$ cat config.mk
export PLATFORM = sky130hd
export DESIGN_NAME = adder4_seq_ctrl
export DESIGN_NICKNAME = d
export VERILOG_FILES = /design/src/rtl/adder4_seq_ctrl.sv
export SDC_FILE = /design/constraint.sdc
export NUM_CORES = 1
export LEC_CHECK = 0
export BUFFER_PORTS_ARGS = -buffer_cell sky130_fd_sc_hd__buf_2
export CELL_PAD_IN_SITES_DETAIL_PLACEMENT = 0
export CELL_PAD_IN_SITES_GLOBAL_PLACEMENT = 1
export CORE_UTILIZATION = 38
export DETAILED_ROUTE_END_ITERATION = 10
export GPL_ROUTABILITY_DRIVEN = 1
export PLACE_DENSITY = 0.74
export SETUP_SLACK_MARGIN = 0.02
export SLEW_MARGIN = 20
export SYNTH_ARGS = -nofsm -noshare
export SYNTH_HDL_FRONTEND = slang
export SYNTH_SLANG_ARGS = --single-unit
$ cat constraint.sdc
create_clock -name clk -period 1.85 [get_ports clk]
set_input_delay 0.0925 -clock clk [delete_from_list [all_inputs] [get_ports clk]]
set_output_delay 0.0925 -clock clk [all_outputs]
set_load 0.005 [all_outputs]
$ cat src/rtl/adder4_seq_ctrl.sv
// Sequencer for a WIDTH-bit add (a+b+cin) built from repeated passes through one
// external combinational 4-bit adder slice, least significant nibble first.
module adder4_seq_ctrl #(
  parameter int WIDTH = 16
) (
  input  logic             clk,
  input  logic             rst,
  input  logic             in_valid,
  output logic             in_ready,
  input  logic [WIDTH-1:0] a,
  input  logic [WIDTH-1:0] b,
  input  logic             cin,
  output logic             out_valid,
  input  logic             out_ready,
  output logic [WIDTH-1:0] sum,
  output logic             cout,
  output logic             ovf,
  output logic             busy,
  output logic [3:0]       add_a,
  output logic [3:0]       add_b,
  output logic             add_cin,
  input  logic [3:0]       add_sum,
  input  logic             add_cout
);

  localparam int NIBBLES = WIDTH / 4;
  localparam int IDXW    = (NIBBLES > 1) ? $clog2(NIBBLES) : 1;

  typedef enum logic [1:0] {IDLE, RUN, DONE} state_t;

  state_t           state, state_nxt;
  logic [IDXW-1:0]  idx;
  logic [WIDTH-1:0] a_reg, b_reg, sum_reg;
  logic             carry;
  logic [WIDTH-1:0] sum_q;
  logic             cout_q, ovf_q;
  logic [WIDTH-1:0] sum_merged;
  logic             last;
  logic             accept;

  assign last   = (idx == IDXW'(NIBBLES - 1));
  assign accept = in_valid & in_ready;

  always_comb begin
    state_nxt  = state;
    in_ready   = 1'b0;
    out_valid  = 1'b0;
    busy       = (state != IDLE);
    add_a      = '0;
    add_b      = '0;
    add_cin    = 1'b0;
    sum_merged = sum_reg;
    case (state)
      IDLE: begin
        in_ready = ~rst;
        if (in_valid && !rst) state_nxt = RUN;
      end
      RUN: begin
        add_a   = a_reg[4*idx +: 4];
        add_b   = b_reg[4*idx +: 4];
        add_cin = carry;
        // Full result including the nibble being produced this pass
        sum_merged[4*idx +: 4] = add_sum;
        if (last) state_nxt = DONE;
      end
      DONE: begin
        out_valid = 1'b1;
        if (out_ready) state_nxt = IDLE;
      end
      default: state_nxt = IDLE;
    endcase
  end

  always_ff @(posedge clk or posedge rst) begin
    if (rst) begin
      state   <= IDLE;
      idx     <= '0;
      a_reg   <= '0;
      b_reg   <= '0;
      sum_reg <= '0;
      carry   <= 1'b0;
      sum_q   <= '0;
      cout_q  <= 1'b0;
      ovf_q   <= 1'b0;
    end else begin
      state <= state_nxt;
      if (state == IDLE && accept) begin
        a_reg <= a;
        b_reg <= b;
        carry <= cin;
        idx   <= '0;
      end else if (state == RUN) begin
        sum_reg <= sum_merged;
        carry   <= add_cout;
        if (last) begin
          idx    <= '0;
          sum_q  <= sum_merged;
          cout_q <= add_cout;
          ovf_q  <= (a_reg[WIDTH-1] == b_reg[WIDTH-1]) &&
                    (sum_merged[WIDTH-1] != a_reg[WIDTH-1]);
        end else begin
          idx <= idx + 1'b1;
        end
      end
    end
  end

  assign sum  = sum_q;
  assign cout = cout_q;
  assign ovf  = ovf_q;

endmodule

# After elaboration in Yosys (flattened, before gate mapping)

Cells that the tools add are included.
W data, S select, Z words.

Memory bits (writable): 0
Memories kept: 0
Output and inout bits: 30
Register bits after elaboration: 71
Logic and storage cells: 52
ROM bits: 0
Bits in latches: 0

Magnitude comparators: 0
$mul: 0
Add/sub/neg operators: 2
Eq/ne operators: 8
Reduce and logical (&&, ||, !) cells: 10
Divide/modulo/power cells: 0
Shifts and indexed selects: 4
Bitwise operators: 3
Multiplexer cells: 16

Operator list:

| kind                      | count |
|---|---|
| $neg A4 Y34               | 1 |
| $shift A4 B34 Y16 const A | 1 |
| $shiftx A4 B34 Y16        | 1 |
| $shiftx A16 B5 Y4         | 2 |
| $bwmux W16                | 1 |
| $mux W16                  | 1 |
| $mux W2                   | 6 |
| $mux W4                   | 2 |
| $ne A2 B2 Y1 const B      | 3 |
| $pmux W2 S3               | 1 |
| $reduce_and A3 Y1         | 2 |
| $mux W1                   | 5 |
| $eq A2 B2 Y1 const B      | 2 |
| $reduce_bool A2 Y1        | 2 |
| $logic_and A1 B1 Y1       | 3 |
| $add A2 B1 Y2 const B     | 1 |
| $eq A2 B1 Y1 const B      | 1 |
| $logic_not A2 Y1          | 1 |
| $not A1 Y1                | 2 |
| $reduce_and A2 Y1         | 1 |
| $and A1 B1 Y1             | 1 |
| $eq A1 B1 Y1              | 1 |
| $logic_not A1 Y1          | 1 |
| $ne A1 B1 Y1              | 1 |

# Depth between registers and ports, before layout

Word-level depth: 6
Gate-level depth with buffers: 7

# Worst setup path after synthesis

Ideal clock, no wire load.

Path type: flip-flop to flip-flop
Start point: register idx[1]
End point: register sum_q[15] (netlist: sum[15])
Required time: 1.725 ns
Setup time: 0.125 ns
Arrival time: 1.912 ns
Period minus slack after synthesis: 2.036 ns
Stages on the path, launching flop included: 7
Buffers on the path: 1
Slack: -0.186 ns
Path through: dfrtp_1 > clkbuf_1 > inv_1 > ha_1 > and4b_1 > a32o_1 > mux2_2

Longest elaborated chain between the ends: 4
Elaborated cells between the ends (all ways): 7

Ends and longest elaborated chain:

| what                                                    | RTL line | source |
|---|---|---|
| start, declared                                         | 32       | `logic [IDXW-1:0] idx;` |
| start signal, assigned                                  | 102      | `idx <= idx + 1'b1;` |
| $neg A4 Y34                                             | 63       | `sum_merged[4*idx +: 4] = add_sum;` |
| $shiftx A4 B34 Y16 or $shift A4 B34 Y16 (tied branches) | 63       |  |
| $bwmux W16                                              | 63       |  |
| $mux W16                                                | 53       | `case (state)` |
| end signal, assigned                                    | 97       | `sum_q <= sum_merged;` |
| end, declared                                           | 35       | `logic [WIDTH-1:0] sum_q;` |

Several ways; a longest one is shown, not always the timed one.
A chain may end at the register's enable or synchronous reset.

# Final worst setup path

Start point: register idx[0]
End point: output port add_b[0]

Longest elaborated chain between the ends: 2

Ends and longest elaborated chain:

| what              | RTL line | source |
|---|---|---|
| $shiftx A16 B5 Y4 | 60       | `add_b = b_reg[4*idx +: 4];` |
| $mux W4           | 53       |  |
| end, declared     | 20       | `output logic [3:0] add_b,` |

Every way passes these cells.

==> impl_metrics.json <==
{
  "finish.net_count": 446,
  "seq_area_um2": 1780,
  "first_global_vias": 2392,
  "start_util_pct": 39.1,
  "yosysSeqAreaShare_pct": 55.3,
  "synthFlopType": "dfrtp_1",
  "io_pins": 72,
  "worst-path-max-fanout": 5,
  "netlist_area_um2": 3210,
  "multiInputGateArea_um2": 1440,
  "drt_pass1_iterations": 7,
  "netlist_instances": 275,
  "place.gp.congestion": 0.787,
  "fin_worst_skew_ps": 5.52,
  "postSynthAreaPerCell_um2": 11.7,
  "yosysWarnings": 0,
  "period_needed_ps": 1800,
  "cts.sinks": 71,
  "synth-seq-cells": 71,
  "core_um2": 8220,
  "vdd_drop_max_uv": 610,
  "htree_levels": 3,
  "viasPerCell": 4.70,
  "hold_violations": 0,
  "grt_max_degree": 42,
  "port_buffers": 71,
  "async_flop_share_pct": 100,
  "drtIter0Drc": 112,
  "fmax_ghz": 0.555,
  "die_area_um2": 8830,
  "rr_startpoint": "idx[0]",
  "status": "complete, but fails checks",
  "drv_slew": 0,
  "cap_viol_max_count": 0,
  "cts_buffers": 9,
  "fillers": 738,
  "routed_wl_mm": 7.19,
  "layout_setup_ws_ps": 47.6,
  "rsz0062_at_grt": "true",
  "largest_reg_flops": 32,
  "layout_commonest_cell": "nand2_1",
  "p_per_area_nw_per_um2": 1490,
  "antenna_found_initial": 0,
  "cp-start-kind": "flop",
  "dieHeight_um": 94.0,
  "hp-start": "add_sum[0]",
  "tightestPinTransition_ps": 522,
  "violations": "design-rule violations",
  "utilization_pct": 54.3,
  "leakage_nw": 2.31,
  "crit_required_ps": 1760,
  "insertion_delay_ps": 340,
  "syn_nets": 323,
  "path_class": "flop to output port",
  "cts_root_buf": "clkbuf_8",
  "setup_viol": 0,
  "grt_pass1_wl_mm": 11.6,
  "cts.clk_slew.worst_paths_ps": 70,
  "dieWidth_um": 94.0,
  "grt_overflow": 0,
  "drive_above_1_share_pct": 39.9,
  "antenna_cells": 0,
  "pre_cts_slack_ps": 27.7,
  "crit_path_start": "idx[0]",
  "dp_hpwl_mm": 4.59,
  "maxSlewHeadroom_pct": 65.2,
  "cts_tree": "done",
  "synth_cell_type_count": 35,
  "clockBufferDepth": 2,
  "syn2layout_area_growth_pct": 38.8,
  "tns_ps": 0,
  "vias": 2379,
  "crit_path_end_kind": "output port",
  "finalCritPeriodShare_pct": 97.4,
  "antenna_left": 0,
  "drcViolationCount": 2,
  "layout_common_cells": "nand2_1, dfrtp_1, buf_2",
  "rows": 33,
  "hp-class": "input port to flop",
  "cp_data_arrival_time_ps": 1710,
  "wire_per_inst_um": 14.2,
  "synth_edf_count": 0,
  "track_usage_pct": 17.6
}
==> final timing paths <==
path / slack, ps / to / depth (start not counted)
max: 50 / add_b[0] / 4
min: 90 / sum_reg[4] / 2
max reg2reg: 80 / sum[15] / 6
min reg2reg: 470 / b_reg[14] / 2
max in group asynchronous: 1000 / sum_reg[1] / 4
min in group asynchronous: 420 / idx[1] / 4
==> stage by stage <==
step | total power, mW | instances | hold slack (ps) | area [µm²]
3_3_place_gp | 4.96 | 448 | 249 | 3700
6_report | 6.65 | 506 | 85.8 | 4460
4_1_cts | 6.28 | 501 | 67.9 | 4270
3_5_place_dp | 5.01 | 448 | 260 | 3700
5_1_grt | 7.14 | 506 | 85.7 | 4460
2_1_floorplan | 4.28 | 275 | 198 | 3220
==> timing repair <==
action | in CTS | in global routing
pin swaps | 0 | 14
endpoints found under the setup margin | 8 | 29
buffers inserted | 3 | 4
hold buffers | 36 | 0
hold endpoints to repair | 106 | 0
resized for setup | 12 | 24
cloned | 0 | 1
==> metal layers <==
layer,GRT usage [%],routed length [µm],vias up
li1,-,-,1172
met1,22.4,3240,1134
met2,28.8,3490,61
met3,4.94,336,12
met4,5.77,115,0
met5,0,0,-
==> power breakdown <==
part | switching, mW | internal, mW | total, mW
logic | 1.37 | 1.73 | 3.10
registers | 0.365 | 2.20 | 2.57
clock network | 0.519 | 0.468 | 0.987
total | 2.25 | 4.40 | 6.65
==> Yosys cell counts (2+ instances only) <==
library cell	count	area, µm²
clkbuf_1	4	15.0
mux2_2	12	135
a22o_2	7	70.1
dfrtp_1	71	1780
nand3_1	2	10.0
inv_1	5	18.8
nor4_2	2	25.0
mux2_4	5	75.1
nand2_1	102	383
a22o_1	8	70.1
ha_1	6	75.1
buf_6	3	33.8
buf_2	4	20.0
o31ai_1	2	15.0
nand3b_1	2	15.0
mux4_2	8	180
buf_4	2	15.0
nand3b_4	2	40.0
nor4b_4	2	47.6
and2_1	10	62.6
o21ai_0	2	10.0
==> layout make-up <==
type	instances	area share, %
Clock inverter	2	0.224
Tap cell	105	2.94
Clock buffer	12	3.03
Inverter	6	0.589
Sequential cell	71	39.8
Multi-Input combinational cell	185	32.3
Timing Repair Buffer	125	21.0
==> worst max-delay path: stages, from the launching register on <==
cell	delay [ps]
dfrtp_2	440
clkbuf_16	180
mux4_2	480
and2_4	150
buf_6	110
==> kinds of logic after synthesis <==
family | count (synthesis) | share of synthesized area [%]
flip-flops | 71 | 55.3
buffers and inverters | 19 | 3.31
AO/OA/AOI/OAI | 24 | 6.42
AND/OR/NAND/NOR | 130 | 20.5
multiplexers | 25 | 12.1
adder cells (fa/ha/maj) | 6 | 2.34
(Power assumes the default switching activity.)
